--- config.mk ---
export PLATFORM = sky130hd
export DESIGN_NAME = zombie_damage_unit
export DESIGN_NICKNAME = d
export VERILOG_FILES = /design/src/rtl/game_pkg.sv /design/src/rtl/hit_box_cmp.sv /design/src/rtl/zombie_damage_unit.sv
export SDC_FILE = /design/constraint.sdc
export NUM_CORES = 1
export LEC_CHECK = 0
export CAP_MARGIN = 30
export CORE_UTILIZATION = 54
export CTS_BUF_LIST = sky130_fd_sc_hd__clkbuf_8
export CTS_CLUSTER_SIZE = 25
export DETAILED_ROUTE_END_ITERATION = 10
export PLACE_DENSITY = 0.79
export SETUP_SLACK_MARGIN = 0.2
export SYNTH_ARGS = -nofsm -noshare
export SYNTH_HDL_FRONTEND = slang
export SYNTH_SLANG_ARGS = --single-unit
--- constraint.sdc ---
create_clock -name frame_clk -period 2.25 [get_ports frame_clk]
set_input_delay 0.3375 -clock frame_clk [delete_from_list [all_inputs] [get_ports frame_clk]]
set_output_delay 0.3375 -clock frame_clk [all_outputs]
set_load 0.05 [all_outputs]
--- src/rtl/game_pkg.sv ---
// ---------------------------------------------------------------------------
// game_pkg
// Shared definitions for the game sprite logic: zombie life-cycle states,
// default hit extents, HP and frame-count defaults, and a helper that returns
// the absolute distance between two screen coordinates without wrap-around.
// ---------------------------------------------------------------------------
package game_pkg;

   localparam int COORD_W = 10;                // screen coordinate width, pixels

   localparam int DEF_ZOM_MAX_HP      = 5;
   localparam int DEF_HIT_HALF_W      = 12;
   localparam int DEF_HIT_HALF_H      = 16;
   localparam int DEF_COOLDOWN_FRAMES = 8;
   localparam int DEF_DYING_FRAMES    = 16;

   typedef enum logic [1:0] {
      ZS_DEAD     = 2'd0,
      ZS_ALIVE    = 2'd1,
      ZS_COOLDOWN = 2'd2,
      ZS_DYING    = 2'd3
   } zom_state_t;

   // |a - b| computed one bit wider than the coordinates, so 5 vs 1000
   // yields 995 instead of a small wrapped value.
   function automatic logic [COORD_W:0] abs_diff(input logic [COORD_W-1:0] a,
                                                 input logic [COORD_W-1:0] b);
      logic signed [COORD_W:0] d;
      logic        [COORD_W:0] r;
      d = $signed({1'b0, a}) - $signed({1'b0, b});
      if (d[COORD_W]) begin
         r = -d;
      end else begin
         r = d;
      end
      return r;
   endfunction

endpackage

--- src/rtl/hit_box_cmp.sv ---
// ---------------------------------------------------------------------------
// hit_box_cmp
// Combinational axis-aligned box overlap test between a point (a) and a box
// centred on (b) with half-extents HALF_W x HALF_H. Edges are inclusive.
// Ports:
//   valid          in  1   point is meaningful; overlap forced low otherwise
//   ax, ay         in  10  point coordinates, pixels
//   bx, by         in  10  box centre, pixels
//   overlap        out 1   point lies within the box
// ---------------------------------------------------------------------------
module hit_box_cmp
   import game_pkg::*;
#(
   parameter int HALF_W = DEF_HIT_HALF_W,
   parameter int HALF_H = DEF_HIT_HALF_H
) (
   input  logic               valid,
   input  logic [COORD_W-1:0] ax,
   input  logic [COORD_W-1:0] ay,
   input  logic [COORD_W-1:0] bx,
   input  logic [COORD_W-1:0] by,
   output logic               overlap
);

   localparam logic [COORD_W:0] HALF_W_V = (COORD_W+1)'(HALF_W);
   localparam logic [COORD_W:0] HALF_H_V = (COORD_W+1)'(HALF_H);

   logic [COORD_W:0] dx_s;
   logic [COORD_W:0] dy_s;

   // Distance on each axis, then inclusive compare against the half-extents.
   always_comb begin
      dx_s    = abs_diff(ax, bx);
      dy_s    = abs_diff(ay, by);
      overlap = valid && (dx_s <= HALF_W_V) && (dy_s <= HALF_H_V);
   end

endmodule

--- src/rtl/zombie_damage_unit.sv ---
// ---------------------------------------------------------------------------
// zombie_damage_unit
// Zombie life cycle and pea damage. One clock per video frame.
// DEAD -> (spawn) -> ALIVE -> (hit) -> COOLDOWN -> ALIVE ... last hit -> DYING
// -> DEAD. All outputs are registered; a hit seen on one edge shows PeaHit on
// the following cycle.
// Ports:
//   frame_clk                  in  1   frame clock
//   Reset                      in  1   async active-low reset
//   ZomSpawn                   in  1   spawn request, honoured only in DEAD
//   PeaValid                   in  1   pea in flight
//   Pea1X, Pea1Y               in  10  pea centre
//   ZomCentralX, ZomCentralY   in  10  zombie centre
//   ZomLive                    out 1   ALIVE or COOLDOWN
//   ZomHP                      out 3   remaining HP
//   PeaHit                     out 1   one-cycle hit pulse
//   ZomFlash                   out 1   COOLDOWN or DYING
//   Score                      out 8   kills since reset, saturating
// ---------------------------------------------------------------------------
module zombie_damage_unit
   import game_pkg::*;
#(
   parameter int ZOM_MAX_HP      = DEF_ZOM_MAX_HP,
   parameter int HIT_HALF_W      = DEF_HIT_HALF_W,
   parameter int HIT_HALF_H      = DEF_HIT_HALF_H,
   parameter int COOLDOWN_FRAMES = DEF_COOLDOWN_FRAMES,
   parameter int DYING_FRAMES    = DEF_DYING_FRAMES
) (
   input  logic                frame_clk,
   input  logic                Reset,
   input  logic                ZomSpawn,
   input  logic                PeaValid,
   input  logic [COORD_W-1:0]  Pea1X,
   input  logic [COORD_W-1:0]  Pea1Y,
   input  logic [COORD_W-1:0]  ZomCentralX,
   input  logic [COORD_W-1:0]  ZomCentralY,
   output logic                ZomLive,
   output logic [2:0]          ZomHP,
   output logic                PeaHit,
   output logic                ZomFlash,
   output logic [7:0]          Score
);

   localparam logic [2:0] HP_INIT    = 3'(ZOM_MAX_HP);
   localparam logic [4:0] CD_INIT    = 5'(COOLDOWN_FRAMES);
   localparam logic [4:0] DYING_INIT = 5'(DYING_FRAMES);

   zom_state_t  state_r, state_s;
   logic [2:0]  hp_r, hp_s;
   logic [4:0]  cnt_r, cnt_s;
   logic [7:0]  score_r, score_s;
   logic        hit_r, hit_s;
   logic        live_r, live_s;
   logic        flash_r, flash_s;
   logic        overlap_s;

   hit_box_cmp #(
      .HALF_W (HIT_HALF_W),
      .HALF_H (HIT_HALF_H)
   ) u_hit_box (
      .valid   (PeaValid),
      .ax      (Pea1X),
      .ay      (Pea1Y),
      .bx      (ZomCentralX),
      .by      (ZomCentralY),
      .overlap (overlap_s)
   );

   // Next-state, HP, frame counter, score and registered-output values.
   always_comb begin
      state_s = state_r;
      hp_s    = hp_r;
      cnt_s   = cnt_r;
      score_s = score_r;
      hit_s   = 1'b0;
      case (state_r)
         ZS_DEAD: begin
            cnt_s = 5'd0;
            if (ZomSpawn) begin
               state_s = ZS_ALIVE;
               hp_s    = HP_INIT;
            end else begin
               state_s = ZS_DEAD;
               hp_s    = 3'd0;
            end
         end
         ZS_ALIVE: begin
            if (overlap_s) begin
               hit_s = 1'b1;
               // hp <= 1 also covers a corrupted 0 so HP can never wrap.
               if (hp_r <= 3'd1) begin
                  state_s = ZS_DYING;
                  hp_s    = 3'd0;
                  cnt_s   = DYING_INIT;
                  score_s = (score_r == 8'd255) ? score_r : (score_r + 8'd1);
               end else begin
                  state_s = ZS_COOLDOWN;
                  hp_s    = hp_r - 3'd1;
                  cnt_s   = CD_INIT;
               end
            end else begin
               state_s = ZS_ALIVE;
            end
         end
         ZS_COOLDOWN: begin
            if (cnt_r <= 5'd1) begin
               state_s = ZS_ALIVE;
               cnt_s   = 5'd0;
            end else begin
               cnt_s   = cnt_r - 5'd1;
            end
         end
         ZS_DYING: begin
            hp_s = 3'd0;
            if (cnt_r <= 5'd1) begin
               state_s = ZS_DEAD;
               cnt_s   = 5'd0;
            end else begin
               cnt_s   = cnt_r - 5'd1;
            end
         end
         default: begin
            state_s = ZS_DEAD;
            hp_s    = 3'd0;
            cnt_s   = 5'd0;
         end
      endcase
      live_s  = (state_s == ZS_ALIVE) || (state_s == ZS_COOLDOWN);
      flash_s = (state_s == ZS_COOLDOWN) || (state_s == ZS_DYING);
   end

   // State and output registers.
   always_ff @(posedge frame_clk or negedge Reset) begin
      if (!Reset) begin
         state_r <= ZS_DEAD;
         hp_r    <= 3'd0;
         cnt_r   <= 5'd0;
         score_r <= 8'd0;
         hit_r   <= 1'b0;
         live_r  <= 1'b0;
         flash_r <= 1'b0;
      end else begin
         state_r <= state_s;
         hp_r    <= hp_s;
         cnt_r   <= cnt_s;
         score_r <= score_s;
         hit_r   <= hit_s;
         live_r  <= live_s;
         flash_r <= flash_s;
      end
   end

   assign ZomLive  = live_r;
   assign ZomHP    = hp_r;
   assign PeaHit   = hit_r;
   assign ZomFlash = flash_r;
   assign Score    = score_r;

endmodule

==> out/summary.txt, run 1 <==
Initial standard-cell utilization of the core: 56.6%
Net count after synthesis: 437
Worst setup slack after placement: -2.30 ns
Most frequent cells after synthesis: sky130_fd_sc_hd__inv_1 (36), sky130_fd_sc_hd__nor2_1 (29), sky130_fd_sc_hd__ha_1 (26)
Area fraction of the dominant cell type after synthesis: 18.0%
RD Place Congestion: 0.880
Post-Syn Instances: 365
Largest cells by area after synthesis: sky130_fd_sc_hd__dfrtp_1 (18%), sky130_fd_sc_hd__ha_1 (11%), sky130_fd_sc_hd__inv_1 (4.6%)
Cell at the root of the clock tree: sky130_fd_sc_hd__clkbuf_8
Number of storage elements in the synthesis netlist: 21
Error text reported by the tool: [ERROR GRT-0116] Global routing finished with congestion. Check the congestion regions in the DRC Viewer.
Total GRT Usage: 71.2%
Count of different cell masters after synthesis: 73
Worst-case clock buffer depth: 2
Share of synthesized registers carrying an async set or reset: 100%
Hpwl dp: 6860 microns
Cell with the most instances after synthesis: sky130_fd_sc_hd__inv_1
Mapped Area: 2910 sq um
First-pass GRT wire length: 29700 microns
Failing step: global routing
Main synth FF type: sky130_fd_sc_hd__dfrtp_1
Io pins: 58
# port buffers: 57
Row count: 26
Num CTS Buffers: 3
Total overflow reported by the global router: 37
Number of levels the H-tree was split into: 1
Run status: stopped before the end
Pin count of the biggest net entering global routing: 22
Post-synth EDFFs: 0
Vias in the first global route: 5301
Leading area contributor after synthesis: sky130_fd_sc_hd__dfrtp_1
Die H: 75.4 microns
Mean Syn Cell Area: 7.98 sq um
Fraction of the yosys area taken by sequential cells: 18.0%
CTS sink cnt: 21
X dimension of the die: 75.4 microns
Count of warnings emitted by yosys: 0
==> routing by layer <==
metal  overflow  GRT usage, %
met1          0          68.4
met2         22          93.9
met3          0          51.2
met4         15          74.7
met5          0          13.9
==> metrics by stage <==
stage	instance area, sq um	hold WS (ns)	std cells	util (%)	TNS, ns
after floorplan	3030	0.0419	365	-	-22.70
after global placement	4290	0.477	572	83.5	-38.86
after detailed placement	4290	0.498	572	83.5	-40.97
after CTS	4990	0.416	601	97.0	-24.25
==> kinds of logic after synthesis <==
kind of cell             after synthesis  synth area share [%]
XOR/XNOR                              17                  5.11
AND/OR/NAND/NOR                      132                  25.3
multiplexers                           6                  2.15
buffers and inverters                 45                  6.45
AO/OA/AOI/OAI                        116                  30.4
adder cells (fa/ha/maj)               28                  12.5
flip-flops                            21                  18.0
==> what timing repair did <==
item | in CTS
endpoints found under the setup margin | 21
pin swaps | 48
cloned | 0
buffers inserted | 25
hold buffers | 0
gates resized for setup | 141
==> run 2: changes to the inputs <==
- CORE_UTILIZATION: 54 -> 40
- CTS_BUF_LIST: sky130_fd_sc_hd__clkbuf_8 -> default
- CTS_CLUSTER_SIZE: 25 -> default
- PLACE_DENSITY: 0.79 -> default
- PLACE_DENSITY_LB_ADDON: default -> 0.15
- SETUP_SLACK_MARGIN: 0.2 -> default
==> run 2 against run 1 <==
Compared with the run above:
- the flow now finishes, with violations (negative setup slack)
- area after synthesis stayed put
- synthesized cell count is the same
==> out/summary.txt, run 2 <==
Cells traversed along the worst timing path: clkdlybuf4s50_1 -> ha_4 -> buf_4 -> buf_4 -> o32a_1 -> a211o_1 -> a2111oi_4 -> nand4bb_1 -> or4_4 -> a21boi_2 -> o211ai_1 -> ha_2 -> or2_4
Main synth FF type: sky130_fd_sc_hd__dfrtp_1
CTS clock-pin slew for the worst setup and hold paths: 0.08 ns
First-pass GRT wire length: 15400 microns
Count of hold buffers inserted by post-cts repair: 0
Top delay family on crit path: compound AO/OA/AOI/OAI gates
Total number of vias: 3469
Iter 0 DRT Violations: 98
Most common cell after layout, fill and taps aside: sky130_fd_sc_hd__buf_4
Total count of hold-check failures in the final report: 0
Pins Over Slew Limit: 0
Depth of the most critical reg-to-reg path: 6
Post-Syn Instances: 365
DRC Markers: 0
Fraction of the yosys area taken by sequential cells: 18.0%
Initial standard-cell utilization of the core: 42.2%
Max-cap violation count: 0
Num CTS Buffers: 3
Min Clock Period, post-route: 3.70 ns
Run status: complete, but fails checks
RD Place Congestion: 0.859
Static power due to leakage: 2.27 nW
DRT Pass-1 Iters: 4
Total GRT Usage: 24.9%
Worst hold slack: 0.418 ns
Fin cells: 622
Cell repeated most along the worst path: sky130_fd_sc_hd__buf_4
Vias in the first global route: 3424
Worst vdd ir: 0.483 mV
Die footprint: 7620 sq um
Core Region: 6910 sq um
Number of storage elements in the synthesis netlist: 21
Number of levels the H-tree was split into: 1
Placed Cells: 597
Hpwl dp: 6300 microns
Mean Syn Cell Area: 7.98 sq um
Final worst slack: -1.45 ns
Cell at the root of the clock tree: sky130_fd_sc_hd__clkbuf_8
Final routed wirelength across all metal layers: 9530 microns
Maximum clock frequency: 270 MHz
X dimension of the die: 87.3 microns
Pin count of the biggest net entering global routing: 22
Final-report setup violation count: 21
Layout cells sized above 1: 45.1%
Row count: 30
Latest clock arrival within the worst-skew pair: 0.26 ns
Crit-path max FO: 4
Accumulated negative setup slack: -22.84 ns
Worst-case clock buffer depth: 2
Nets: 599
Post-synth EDFFs: 0
Final period util: 164%
Leading area contributor after synthesis: sky130_fd_sc_hd__dfrtp_1
Worst Skew: 0.00610 ns
Total overflow reported by the global router: 0
CTS sink cnt: 21
Power per Cell Area: 413 nW/um^2
CTS tree: done
Sort of element at the end of the critical path: flip-flop
Count of different cell masters after synthesis: 73
Die H: 87.3 microns
Count of warnings emitted by yosys: 0
Routed wire length per instance: 15.3 microns
Unrepaired setup endpoints after global routing: true
Final design utilization: 74.9%
Worst path max stage delay: 0.58 ns
Endpoint required time on the critical path: 2.41 ns
Max reg flops: 8
Area growth from synthesis to final layout: 77.7%
Cell with the most instances after synthesis: sky130_fd_sc_hd__inv_1
Share of synthesized registers carrying an async set or reset: 100%
# port buffers: 57
Arrival time at the worst endpoint: 3.86 ns
Most frequent cells in the layout: sky130_fd_sc_hd__buf_4 (101), sky130_fd_sc_hd__clkdlybuf4s50_1 (33), sky130_fd_sc_hd__nor2_1 (22)
Standard cell with the maximum stage delay on the critical path: sky130_fd_sc_hd__or4_4
Most frequent cells after synthesis: sky130_fd_sc_hd__inv_1 (36), sky130_fd_sc_hd__nor2_1 (29), sky130_fd_sc_hd__ha_1 (26)
Total power draw: 2.13 mW
Mapped Area: 2910 sq um
Antenna violation net count after detailed routing: 0
Number of vias per cell after detailed routing: 5.58
Antenna cells: 0
Net count after synthesis: 437
Io pins: 58
Number of antenna violations at the first check in global routing: 0
Worst min-delay path category: in -> async
Critical Path Stages: 13
Worst Path Buf+Inv: 3
Startpoint type of the worst setup path: primary input
Layout fillers: 493
Slew at the pin with the worst max-slew slack: 0.534 ns
Largest cells by area after synthesis: sky130_fd_sc_hd__dfrtp_1 (18%), sky130_fd_sc_hd__ha_1 (11%), sky130_fd_sc_hd__inv_1 (4.6%)
Worst slew margin: 64.4%
Area fraction of the dominant cell type after synthesis: 18.0%
Violated checks: negative setup slack
Critical path class: in -> reg
[run 2: cell counts after synthesis]
Identical to the previous run, type by type.
[run 2: power breakdown]
part	switching (mW)	leakage (nW)	internal [mW]	total [mW]
clock	0.131	0.0255	0.124	0.255
combinational	0.735	1.96	0.722	1.46
sequential	0.0281	0.277	0.395	0.423
total	0.894	2.27	1.24	2.13
[run 2: logic make-up (layout without fill, tap and decap cells)]
family | count (synthesis) | in the layout | synth area share (%)
AND/OR/NAND/NOR | 132 | 132 | 25.3
AO/OA/AOI/OAI | 116 | 116 | 30.4
buffers and inverters | 45 | 206 | 6.45
adder cells (fa/ha/maj) | 28 | 28 | 12.5
flip-flops | 21 | 21 | 18.0
XOR/XNOR | 17 | 17 | 5.11
multiplexers | 6 | 6 | 2.15
[run 2: routing by layer]
| metal | global-route usage [%] | wire, microns | part of all wire [%] |
|---|---|---|---|
| met3 | 2.46 | 348 | 3.7 |
| met4 | 6.11 | 256 | 2.7 |
| met1 | 30.5 | 3960 | 42 |
| met5 | 0 | 0 | 0 |
| met2 | 46.4 | 4960 | 52 |
[run 2: final timing paths]
| check | from | end | slack, ns |
|---|---|---|---|
| max in group asynchronous | Reset | cnt_r[0] | 1.60 |
| hold / removal | Reset | ZomHP[1] | 0.42 |
| setup reg to reg | state_r[1] | cnt_r[4] | 0.20 |
| min in group frame_clk | Score[4] | Score[4] | 0.49 |
| setup / recovery | Pea1Y[6] | ZomFlash | -1.45 |
| hold reg to reg | Score[4] | Score[4] | 0.49 |
[run 2: metrics by stage]
| stage | area, sq um | worst slack [ns] |
|---|---|---|
| after global placement | 4320 | -2.23 |
| after CTS | 5020 | -1.40 |
| after floorplan | 3030 | -1.56 |
| final | 5170 | -1.45 |
| after detailed placement | 4320 | -2.33 |
| after global routing | 5170 | -1.57 |
[run 2: timing repair]
action / 4_1_cts / 5_1_grt
pin swaps: 58 / 20
gates cloned: 0 / 0
setup endpoints to repair: 21 / 21
gates resized for setup: 142 / 28
setup buffers: 20 / 5
[run 2: final cells by class]
type	count	area, sq um	share of cell area (%)
repair buffers	166	1410	27.2
inverters	36	150	2.90
multi-input cells	299	2930	56.6
clock inverters	1	5.00	0.0968
clock buffers	3	41.3	0.798
flip-flops and latches	21	526	10.2
well taps	96	120	2.32
[run 2: worst reg2reg max path: cells and delay by family, from the launching register on]
family | cells | cell delay [ns]
buffers and inverters | 1 | 0.19
and+or+nand+nor | 2 | 0.59
AOI/OAI and AO/OA | 3 | 0.61
DFF | 1 | 0.55
Note: power is estimated with default switching activity, not from simulation.
==> run 3: changes to the inputs <==
- CAP_MARGIN: 30 -> 20
==> results of run 3 <==
Final layout, timing and power as in run 2 (identical DEF).
